File: src/rtl/mux4_rr_sel_ctrl_pkg.sv
// Shared constants and types for the round-robin 4:1 select controller.
package mux4_rr_sel_ctrl_pkg;
  localparam int N_CH  = 4;
  localparam int SEL_W = 2;

  typedef enum logic {
    ST_IDLE = 1'b0,
    ST_HOLD = 1'b1
  } state_t;

  function automatic logic [N_CH-1:0] sel2onehot(input logic [SEL_W-1:0] sel);
    logic [N_CH-1:0] oh;
    oh      = '0;
    oh[sel] = 1'b1;
    return oh;
  endfunction
endpackage

File: src/rtl/mux4_rr_sel_ctrl_if.sv
// Request/data/handshake bundle between four requesters, the controller and its consumer.
interface mux4_rr_sel_ctrl_if
  import mux4_rr_sel_ctrl_pkg::*;
#(
  parameter int WIDTH = 1
);
  logic [N_CH-1:0]       req;
  logic [N_CH*WIDTH-1:0] din;
  logic [SEL_W-1:0]      s;
  logic [WIDTH-1:0]      y;
  logic                  out_valid;
  logic                  out_ready;
  logic [N_CH-1:0]       gnt;

  modport master (
    output req, din, out_ready,
    input  s, y, out_valid, gnt
  );

  modport slave (
    input  req, din, out_ready,
    output s, y, out_valid, gnt
  );
endinterface

File: src/rtl/mux4_rr_sel_ctrl_rr_pick4.sv
// Combinational round-robin picker: rotate by ptr, priority-encode, rotate back.
module rr_pick4
  import mux4_rr_sel_ctrl_pkg::*;
(
  input  logic [N_CH-1:0]  i_req,
  input  logic [SEL_W-1:0] i_ptr,
  input  logic             i_excl_en,
  input  logic [SEL_W-1:0] i_excl,
  output logic             o_any,
  output logic [SEL_W-1:0] o_idx
);
  logic [N_CH-1:0]  w_req_m;
  logic [N_CH-1:0]  w_rot;
  logic [SEL_W-1:0] w_off;

  always_comb begin
    w_req_m = i_req;
    if (i_excl_en) w_req_m[i_excl] = 1'b0;
    // w_rot[0] is the channel at ptr, so the lowest set bit is the winner
    for (int i = 0; i < N_CH; i++) w_rot[i] = w_req_m[SEL_W'(i) + i_ptr];
    w_off = '0;
    for (int i = N_CH - 1; i >= 0; i--) if (w_rot[i]) w_off = SEL_W'(i);
  end

  assign o_any = |w_req_m;
  assign o_idx = w_off + i_ptr;
endmodule

File: src/rtl/mux4_rr_sel_ctrl.sv
// Round-robin select controller: picks a requester, registers its select and data,
// holds them under valid/ready and pulses gnt on acceptance.
module mux4_rr_sel_ctrl
  import mux4_rr_sel_ctrl_pkg::*;
#(
  parameter int WIDTH = 1
)(
  input  logic               clk,
  input  logic               rst_n,
  mux4_rr_sel_ctrl_if.slave  bus
);
  state_t           r_state, w_state_nxt;
  logic [SEL_W-1:0] r_s, w_s_nxt;
  logic [WIDTH-1:0] r_y, w_y_nxt;
  logic             r_valid, w_valid_nxt;
  logic [SEL_W-1:0] r_ptr, w_ptr_nxt;
  logic [N_CH-1:0]  r_gnt, w_gnt_nxt;

  logic             w_in_hold;
  logic [SEL_W-1:0] w_pick_ptr;
  logic             w_any;
  logic [SEL_W-1:0] w_idx;
  logic [WIDTH-1:0] w_pick_data;

  assign w_in_hold = (r_state == ST_HOLD);
  // In HOLD the picker is only consulted on accept, where the search starts after s
  assign w_pick_ptr = w_in_hold ? (r_s + SEL_W'(1)) : r_ptr;

  rr_pick4 u_pick (
    .i_req     (bus.req),
    .i_ptr     (w_pick_ptr),
    .i_excl_en (w_in_hold),
    .i_excl    (r_s),
    .o_any     (w_any),
    .o_idx     (w_idx)
  );

  always_comb begin
    w_pick_data = '0;
    for (int k = 0; k < N_CH; k++)
      if (w_idx == SEL_W'(k)) w_pick_data = bus.din[k*WIDTH +: WIDTH];
  end

  always_comb begin
    w_state_nxt = r_state;
    w_s_nxt     = r_s;
    w_y_nxt     = r_y;
    w_valid_nxt = r_valid;
    w_ptr_nxt   = r_ptr;
    w_gnt_nxt   = '0;
    unique case (r_state)
      ST_IDLE: begin
        if (w_any) begin
          w_s_nxt     = w_idx;
          w_y_nxt     = w_pick_data;
          w_valid_nxt = 1'b1;
          w_state_nxt = ST_HOLD;
        end
      end
      ST_HOLD: begin
        if (bus.out_ready) begin
          w_gnt_nxt = sel2onehot(r_s);
          w_ptr_nxt = r_s + SEL_W'(1);
          if (w_any) begin
            w_s_nxt = w_idx;
            w_y_nxt = w_pick_data;
          end else begin
            w_valid_nxt = 1'b0;
            w_state_nxt = ST_IDLE;
          end
        end
      end
      default: w_state_nxt = ST_IDLE;
    endcase
  end

  always_ff @(posedge clk or negedge rst_n) begin
    if (!rst_n) begin
      r_state <= ST_IDLE;
      r_s     <= '0;
      r_y     <= '0;
      r_valid <= 1'b0;
      r_ptr   <= '0;
      r_gnt   <= '0;
    end else begin
      r_state <= w_state_nxt;
      r_s     <= w_s_nxt;
      r_y     <= w_y_nxt;
      r_valid <= w_valid_nxt;
      r_ptr   <= w_ptr_nxt;
      r_gnt   <= w_gnt_nxt;
    end
  end

  assign bus.s         = r_s;
  assign bus.y         = r_y;
  assign bus.out_valid = r_valid;
  assign bus.gnt       = r_gnt;
endmodule
File: src/flat_wrapper.sv
// flat-port wrapper written by rule: the top's interface ports become plain ports
module mux4_rr_sel_ctrl_flat import mux4_rr_sel_ctrl_pkg::*;
#(
  parameter int WIDTH = 1
)
  (clk, rst_n, bus_req, bus_din, bus_out_ready, bus_s, bus_y, bus_out_valid, bus_gnt);
  mux4_rr_sel_ctrl_if #(.WIDTH(WIDTH)) bus_i ();
  input  logic clk;
  input  logic rst_n;
  input wire logic [$bits(bus_i.req)-1:0] bus_req;
  input wire logic [$bits(bus_i.din)-1:0] bus_din;
  input wire logic [$bits(bus_i.out_ready)-1:0] bus_out_ready;
  output wire logic [$bits(bus_i.s)-1:0] bus_s;
  output wire logic [$bits(bus_i.y)-1:0] bus_y;
  output wire logic [$bits(bus_i.out_valid)-1:0] bus_out_valid;
  output wire logic [$bits(bus_i.gnt)-1:0] bus_gnt;
  assign bus_i.req = bus_req;
  assign bus_i.din = bus_din;
  assign bus_i.out_ready = bus_out_ready;
  assign bus_s = bus_i.s;
  assign bus_y = bus_i.y;
  assign bus_out_valid = bus_i.out_valid;
  assign bus_gnt = bus_i.gnt;
  mux4_rr_sel_ctrl #(.WIDTH(WIDTH)) u_core (.clk(clk), .rst_n(rst_n), .bus(bus_i));
endmodule
File: config.mk
export PLATFORM = sky130hd
export DESIGN_NAME = mux4_rr_sel_ctrl_flat
export DESIGN_NICKNAME = d
export VERILOG_FILES = /design/src/rtl/mux4_rr_sel_ctrl_pkg.sv /design/src/rtl/mux4_rr_sel_ctrl_if.sv /design/src/rtl/mux4_rr_sel_ctrl_rr_pick4.sv /design/src/rtl/mux4_rr_sel_ctrl.sv /design/src/flat_wrapper.sv
export SDC_FILE = /design/constraint.sdc
export NUM_CORES = 1
export LEC_CHECK = 0
export CAP_MARGIN = 25
export CELL_PAD_IN_SITES_DETAIL_PLACEMENT = 1
export CELL_PAD_IN_SITES_GLOBAL_PLACEMENT = 1
export CORE_MARGIN = 3
export CORE_UTILIZATION = 35
export DETAILED_ROUTE_END_ITERATION = 10
export GPL_TIMING_DRIVEN = 0
export PLACE_DENSITY_LB_ADDON = 0.1
export SYNTH_ARGS = -nofsm -noshare
export SYNTH_HDL_FRONTEND = slang
export SYNTH_HIERARCHICAL = 1
export SYNTH_SLANG_ARGS = --single-unit
File: constraint.sdc
create_clock -name clk -period 3.6 [get_ports clk]
set_clock_uncertainty 0.05 [all_clocks]
set_input_delay 0.36 -clock clk [delete_from_list [all_inputs] [get_ports clk]]
set_output_delay 0.36 -clock clk [all_outputs]
set_load 0.05 [all_outputs]
## Yosys cells after proc, flatten, opt, wreduce, memory -nomap -nowiden

Index checks and enable logic that the tools add are counted.

| word-level totals | value |
|---|---|
| flip-flop bits (word level) | 11 |

| operators by class | value |
|---|---|
| add/sub/neg operators | 5 |
| order comparisons | 6 |
| equality and inequality tests | 6 |
| multiplexer cells | 35 |
| bitwise operators | 3 |
| reductions and logical operators | 5 |

Operators by type and width:

| operator | count |
|---|---|
| two-way mux 1 bit | 16 |
| < comparator 2 x 3 -> 1 bit, second input constant | 5 |
| two-way mux 2 bit | 7 |
| two-way mux 4 bit | 3 |
| binary-select mux 1 bit (select 2 bit) | 4 |
| inequality test 2 bit, second input constant | 3 |
| case mux 1 bit (2 select lines) | 3 |
| adder 2 bit, first input constant | 2 |
| bitwise AND 4 bit | 1 |
| equality test 2 bit, second input constant | 2 |
| inverter 4 bit | 1 |
| case mux 2 bit (2 select lines) | 1 |
| OR reduction 4 bit | 1 |
| AND reduction 3 bit | 1 |
| adder 1 x 2 -> 2 bit, first input constant | 1 |
| adder 2 x 1 -> 2 bit, second input constant | 1 |
| adder 2 bit | 1 |
| demux 1 bit (select 2 bit) | 1 |
| equality test 2 x 1 -> 1 bit, second input constant | 1 |
| greater-or-equal comparator 2 x 1 -> 1 bit, second input constant | 1 |
| logical NOT 2 bit | 1 |
| AND reduction 2 bit | 1 |
| logical AND 1 bit | 1 |
| inverter 1 bit | 1 |

## Longest topological paths before layout

| logic depth | value |
|---|---|
| depth after elaboration | 22 |
| gate-level depth with buffers | 14 |
| depth with buffers taken out | 13 |

## Modules after synthesis

Netlist, hierarchy kept.

Modules (own cells, without submodules):

| module | instances | cells each | area each (µm²) | seq. area each (µm²) |
|---|---|---|---|---|
| mux4_rr_sel_ctrl | 1 | 40 | 496.7 | 275.3 |
| rr_pick4 | 1 | 39 | 261.5 | 0.0 |

## Least setup slack after synthesis

Ideal clock, no wire load.

| timing path | value |
|---|---|
| kind | register to register |
| start point | register u_core.r_s[0] (netlist: u_core/bus.s[0]) |
| end point | register u_core.r_y (netlist: u_core/bus.y) |
| library setup time | 125 ps |
| arrival | 3,089 ps |
| slack | 337 ps |
| stages on the path, launching flop included | 13 |
| path buffers | 0 |
| cells stage by stage | dfrtp_1 a21oi_1 xnor2_1 o221ai_2 nand2_1 a32o_1 a21oi_2 o22ai_1 ha_1 xnor2_1 xnor2_1 mux4_2 mux2_2 |

RTL lines:

| what | RTL line | RTL |
|---|---|---|
| from (decl) | mux4_rr_sel_ctrl.sv:13 | `logic [SEL_W-1:0] r_s, w_s_nxt;` |
| from (signal assigned) | mux4_rr_sel_ctrl.sv:87 | `r_s <= w_s_nxt;` |
| adder 2 x 1 -> 2 bit (*) | mux4_rr_sel_ctrl.sv:27 | `assign w_pick_ptr = w_in_hold ? (r_s + SEL_W'(1)) : r_ptr;` |
| two-way mux 2 bit (*) | mux4_rr_sel_ctrl.sv:27 |  |
| net u_core.w_pick_ptr[0] | mux4_rr_sel_ctrl.sv:20 | `logic [SEL_W-1:0] w_pick_ptr;` |
| adder 2 bit | mux4_rr_sel_ctrl_rr_pick4.sv:20 | `for (int i = 0; i < N_CH; i++) w_rot[i] = w_req_m[SEL_W'(i) + i_ptr];` |
| binary-select mux 1 bit (select 2 bit) | mux4_rr_sel_ctrl_rr_pick4.sv:20 |  |
| two-way mux 1 bit (implied by the code) | mux4_rr_sel_ctrl_rr_pick4.sv:20 |  |
| two-way mux 2 bit (4 in series) | mux4_rr_sel_ctrl_rr_pick4.sv:22 | `for (int i = N_CH - 1; i >= 0; i--) if (w_rot[i]) w_off = SEL_W'(i);` |
| adder 2 bit (*) | mux4_rr_sel_ctrl_rr_pick4.sv:26 | `assign o_idx = w_off + i_ptr;` |
| net u_core.w_idx[1] | mux4_rr_sel_ctrl.sv:22 | `logic [SEL_W-1:0] w_idx;` |
| logical NOT 2 bit | mux4_rr_sel_ctrl.sv:41 | `if (w_idx == SEL_W'(k)) w_pick_data = bus.din[k*WIDTH +: WIDTH];` |
| two-way mux 1 bit (3 in series) | mux4_rr_sel_ctrl.sv:41 |  |
| two-way mux 1 bit (*) | mux4_rr_sel_ctrl.sv:41 |  |
| two-way mux 1 bit (*) | mux4_rr_sel_ctrl.sv:53, mux4_rr_sel_ctrl.sv:64 |  |
| two-way mux 1 bit | mux4_rr_sel_ctrl.sv:61 | `if (bus.out_ready) begin` |
| case mux 1 bit (2 select lines) (*) | mux4_rr_sel_ctrl.sv:51 | `unique case (r_state)` |
| to (signal assigned) | mux4_rr_sel_ctrl.sv:88 | `r_y <= w_y_nxt;` |
| to (decl) | mux4_rr_sel_ctrl.sv:14 | `logic [WIDTH-1:0] r_y, w_y_nxt;` |

The timed path passes the listed nets; every way through them passes the cells marked *. The select of a mux whose other input is x is not followed.
A chain may end at the register's enable or synchronous reset.

## Worst setup path in the final report

| timing path | value |
|---|---|
| start point | register u_core.r_state |
| end point | register u_core.r_y (netlist: u_core/bus.y) |

| on the way | value |
|---|---|
| longest elaborated chain between the ends | 17 |

RTL lines:

| what | RTL line | RTL |
|---|---|---|
| from (decl) | mux4_rr_sel_ctrl.sv:12 | `state_t r_state, w_state_nxt;` |
| from (signal assigned) | mux4_rr_sel_ctrl.sv:86 | `r_state <= w_state_nxt;` |
| two-way mux 2 bit (*) | mux4_rr_sel_ctrl.sv:27 |  |
| net u_core.w_pick_ptr[0] | mux4_rr_sel_ctrl.sv:20 |  |
| adder 2 bit | mux4_rr_sel_ctrl_rr_pick4.sv:20 |  |
| binary-select mux 1 bit (select 2 bit) | mux4_rr_sel_ctrl_rr_pick4.sv:20 |  |
| two-way mux 1 bit (implied by the code) | mux4_rr_sel_ctrl_rr_pick4.sv:20 |  |
| two-way mux 2 bit (4 in series) | mux4_rr_sel_ctrl_rr_pick4.sv:22 |  |
| adder 2 bit (*) | mux4_rr_sel_ctrl_rr_pick4.sv:26 |  |
| net u_core.w_idx[1] | mux4_rr_sel_ctrl.sv:22 |  |
| logical NOT 2 bit | mux4_rr_sel_ctrl.sv:41 |  |
| two-way mux 1 bit (3 in series) | mux4_rr_sel_ctrl.sv:41 |  |
| two-way mux 1 bit (*) | mux4_rr_sel_ctrl.sv:41 |  |
| two-way mux 1 bit (*) | mux4_rr_sel_ctrl.sv:53, mux4_rr_sel_ctrl.sv:64 |  |
| two-way mux 1 bit | mux4_rr_sel_ctrl.sv:61 |  |
| case mux 1 bit (2 select lines) (*) | mux4_rr_sel_ctrl.sv:51 |  |

Marks and branches as above.

==> results.py <==
metrics = {
    "outcome": {
        "status": "complete, no violations",
    },
    "route": {
        "drc": 0,
        "vias": 648,
        "wl_um": 1850,
        "avgViaCountPerCell": 5.02,
        "wl_per_cell_um": 14.4,
        "drt_iter0_drc": 6,
        "ant_nets": 0,
        "dr.pass1.iters": 4,
    },
    "place": {
        "place_congestion": 0.754,
        "port_buffers": 18,
        "hpwl_um": 1460,
    },
    "critical_path": {
        "setup.worst_path.end_class": "flop",
        "rr_worst_depth": 14,
        "path_class": "reg -> reg",
        "rrSetupSlack_ns": 0.29,
        "required_ns": 3.70,
        "start_kind": "flop",
        "worst_ep_arrival_time_ns": 3.41,
        "regToRegStartpoint": "u_core/r_state",
        "path_max_fanout": 10,
        "rr_endpoint": "u_core/bus.y",
    },
    "job": {
        "drv_cap": 0,
    },
    "die": {
        "io_pins": 19,
        "dieArea_um2": 2760,
        "start_util_pct": 37.9,
        "rows": 16,
        "coreArea_um2": 2000,
        "die_w_um": 52.5,
        "die_y_um": 52.5,
    },
    "clocking": {
        "clk_latency_ns": 0.27,
        "cts_tree": "yes",
        "clk_pin_slew_worst_paths_ns": 0.07,
        "h-tree-depth": 1,
        "clkSinkCount": 11,
        "cts_buffer_depth": 2,
        "cts_inserted_buffers": 3,
        "cts-root-buf": "clkbuf_4",
    },
    "synth": {
        "synth_top_cell_by_area": "dfrtp_1",
        "yosysWarnings": 6,
        "ys_ff_latch": 11,
        "yosysSeqAreaShare_pct": 36.3,
        "synthCells": 79,
        "synthTopCellsByArea": "dfrtp_1 (36%), ha_1 (8.3%), mux2_1 (4.5%)",
        "syn_nets": 95,
        "async_flop_share_pct": 100,
        "synth.top_cell.area_share_pct": 36.3,
        "netlist_area_um2": 758,
        "synth_ff_type": "dfrtp_1",
        "synth_commonest_cells": "dfrtp_1 (11), nand2_1 (8), a21oi_1 (5), ha_1 (5)",
        "synth-edff-count": 0,
        "postSynthAreaPerCell_um2": 9.60,
        "ys_types": 30,
        "synth.most_common_cell": "dfrtp_1",
    },
    "final_layout": {
        "diodes": 0,
        "multiInputGateArea_um2": 470,
        "post-route-util_pct": 50.9,
        "nFillCells": 236,
        "drive_gt1_share_pct": 11.8,
        "area_delta_synth_final_pct": 34.5,
        "register_area_um2": 275,
        "final_nets": 119,
    },
    "power": {
        "p_per_area_nw_per_um2": 1090,
        "finalPower_uw": 1110,
        "vdd_drop_max_mv": 0.837,
        "power.switching_uw": 539,
        "switching_share_pct": 48.4,
        "leakage_uw": 0.000445,
        "pwr-share-comb_pct": 71.3,
        "seq_power_share_pct": 21.2,
        "p_int_uw": 575,
        "clkPwrFrac_pct": 7.5,
    },
    "grt": {
        "antenna_found_initial": 0,
        "globalRouteTotalUtil_pct": 16.3,
        "grt_pass1_wl_um": 3180,
        "grt_max_degree": 14,
        "grt_use_met1_pct": 18.5,
        "grt_overflow": 0,
        "use_met3_pct": 2.85,
        "use_met2_pct": 28.3,
        "gr-max-usage-layer": "met2",
        "grt_pass1_vias": 693,
    },
    "sta": {
        "slew_headroom_pct": 65.8,
        "fin_crit_ns": 3.31,
        "finalHoldViolCount": 0,
        "tightest_slew_ns": 0.514,
        "slew_violations": 0,
        "fmax_mhz": 302,
        "period_share_pct": 92.1,
        "setup_viol": 0,
        "hold_ws_ns": 0.374,
    },
    "min_path": {
        "hp-class": "in -> async",
    },
}
==> logic make-up (layout without fill, tap and decap cells) <==
family / count (synthesis) / count (layout) / synth area share (%)
DFF: 11 / 11 / 36.3
buffers and inverters: 6 / 29 / 3.13
adders and majority gates: 5 / 5 / 8.25
and+or+nand+nor: 27 / 27 / 18.5
AOI/OAI and AO/OA: 18 / 18 / 15.8
muxes: 9 / 9 / 14.5
xor gates and xnor gates: 3 / 3 / 3.47
==> registers in the layout, indices dropped and copies added (netlist names) <==
name and cells:
u_core/bus.gnt 4, u_core/bus.s 2, u_core/r_ptr 2, u_core/bus.out_valid 1
u_core/bus.y 1, u_core/r_state 1
==> per-stage QoR <==
stage / instance area [um2] / worst slack (ns) / instances / TNS, ns
after detailed placement: 972 / 0.0114 / 124 / 0
after global placement: 972 / 0.111 / 124 / 0
final: 1020 / 0.285 / 129 / 0
after floorplan: 758 / 0.337 / 79 / 0
after CTS: 1000 / 0.192 / 128 / 0
after global routing: 1020 / -0.00452 / 129 / -0.00452
==> critical path: stages, from the launching register on <==
cell and delay, ns:
dfrtp_1 0.44, clkbuf_4 0.24, nor2_1 0.09, a21oi_4 0.23, xnor2_1 0.14, o221ai_2 0.27, nand2_1 0.11, a32o_1 0.28
a21oi_2 0.11, o22ai_1 0.07, ha_1 0.20, xnor2_1 0.13, xnor2_1 0.24, mux4_2 0.34, mux2_2 0.27
==> power groups by stage <==
stage	Sequential (uW)	Combinational (uW)	Clock [uW]
finish	236	794	84.1
global route	246	881	96.6
CTS	235	780	88.7
detailed placement	235	777	0
global placement	233	750	0
floorplan	343	470	0
==> final cells by class <==
| class | count | share of cell area [%] |
|---|---|---|
| multi-input combinational | 62 | 46.1 |
| sequential | 11 | 27.0 |
| timing repair buffer | 19 | 18.4 |
| tap | 27 | 3.31 |
| clock buffer | 4 | 2.58 |
| inverter | 4 | 1.47 |
| buffer | 2 | 1.10 |
==> repair_timing <==
action | CTS | global route
pin swaps | 0 | 1
resized for setup | 1 | 2
cloned | 0 | 0
setup endpoints to repair | 1 | 1
hold buffers | 0 | 0
buffers inserted | 0 | 1
==> layout by cell type (no fill, tap or decap), drive strengths merged <==
cell type / Yosys / final
o221ai: 1 / 1
buf: 1 / 1
dfrtp: 11 / 11
clkbuf: 1 / 6
mux4: 1 / 1
a21oi: 6 / 6
o2111ai: 1 / 1
o21ai: 4 / 4
and3: 4 / 4
clkdlybuf4s50: 0 / 18
nand4: 1 / 1
a32o: 1 / 1
xnor2: 3 / 3
nand2b: 4 / 4
mux2: 6 / 6
nor2: 3 / 3
nor3b: 1 / 1
or2b: 1 / 1
nand3: 3 / 3
o22ai: 2 / 2
mux2i: 2 / 2
nor3: 1 / 1
o21a: 1 / 1
a31oi: 2 / 2
nand3b: 1 / 1
nand2: 8 / 8
ha: 5 / 5
inv: 4 / 4
==> worst max-delay path by stage <==
stage | startpoint | to | slack [ns] | cells past startpoint
floorplan | u_core/bus.s[0] | u_core/bus.y | 0.34 | 12
global placement | u_core/r_state | u_core/bus.y | 0.11 | 14
detailed placement | u_core/r_state | u_core/bus.y | 0.01 | 14
CTS | u_core/r_state | u_core/bus.y | 0.19 | 14
global route | u_core/r_state | u_core/bus.y | -0.005 | 14
finish | u_core/r_state | u_core/bus.y | 0.29 | 14
==> per-layer routing <==
| metal | vias to the layer above | share of wire (%) |
|---|---|---|
| li1 | 332 | - |
| met1 | 303 | 46 |
| met2 | 13 | 51 |
| met3 | 0 | 3.5 |
| met4 | 0 | 0 |
| met5 | - | 0 |
No activity file was read; power rests on OpenSTA's default activity.
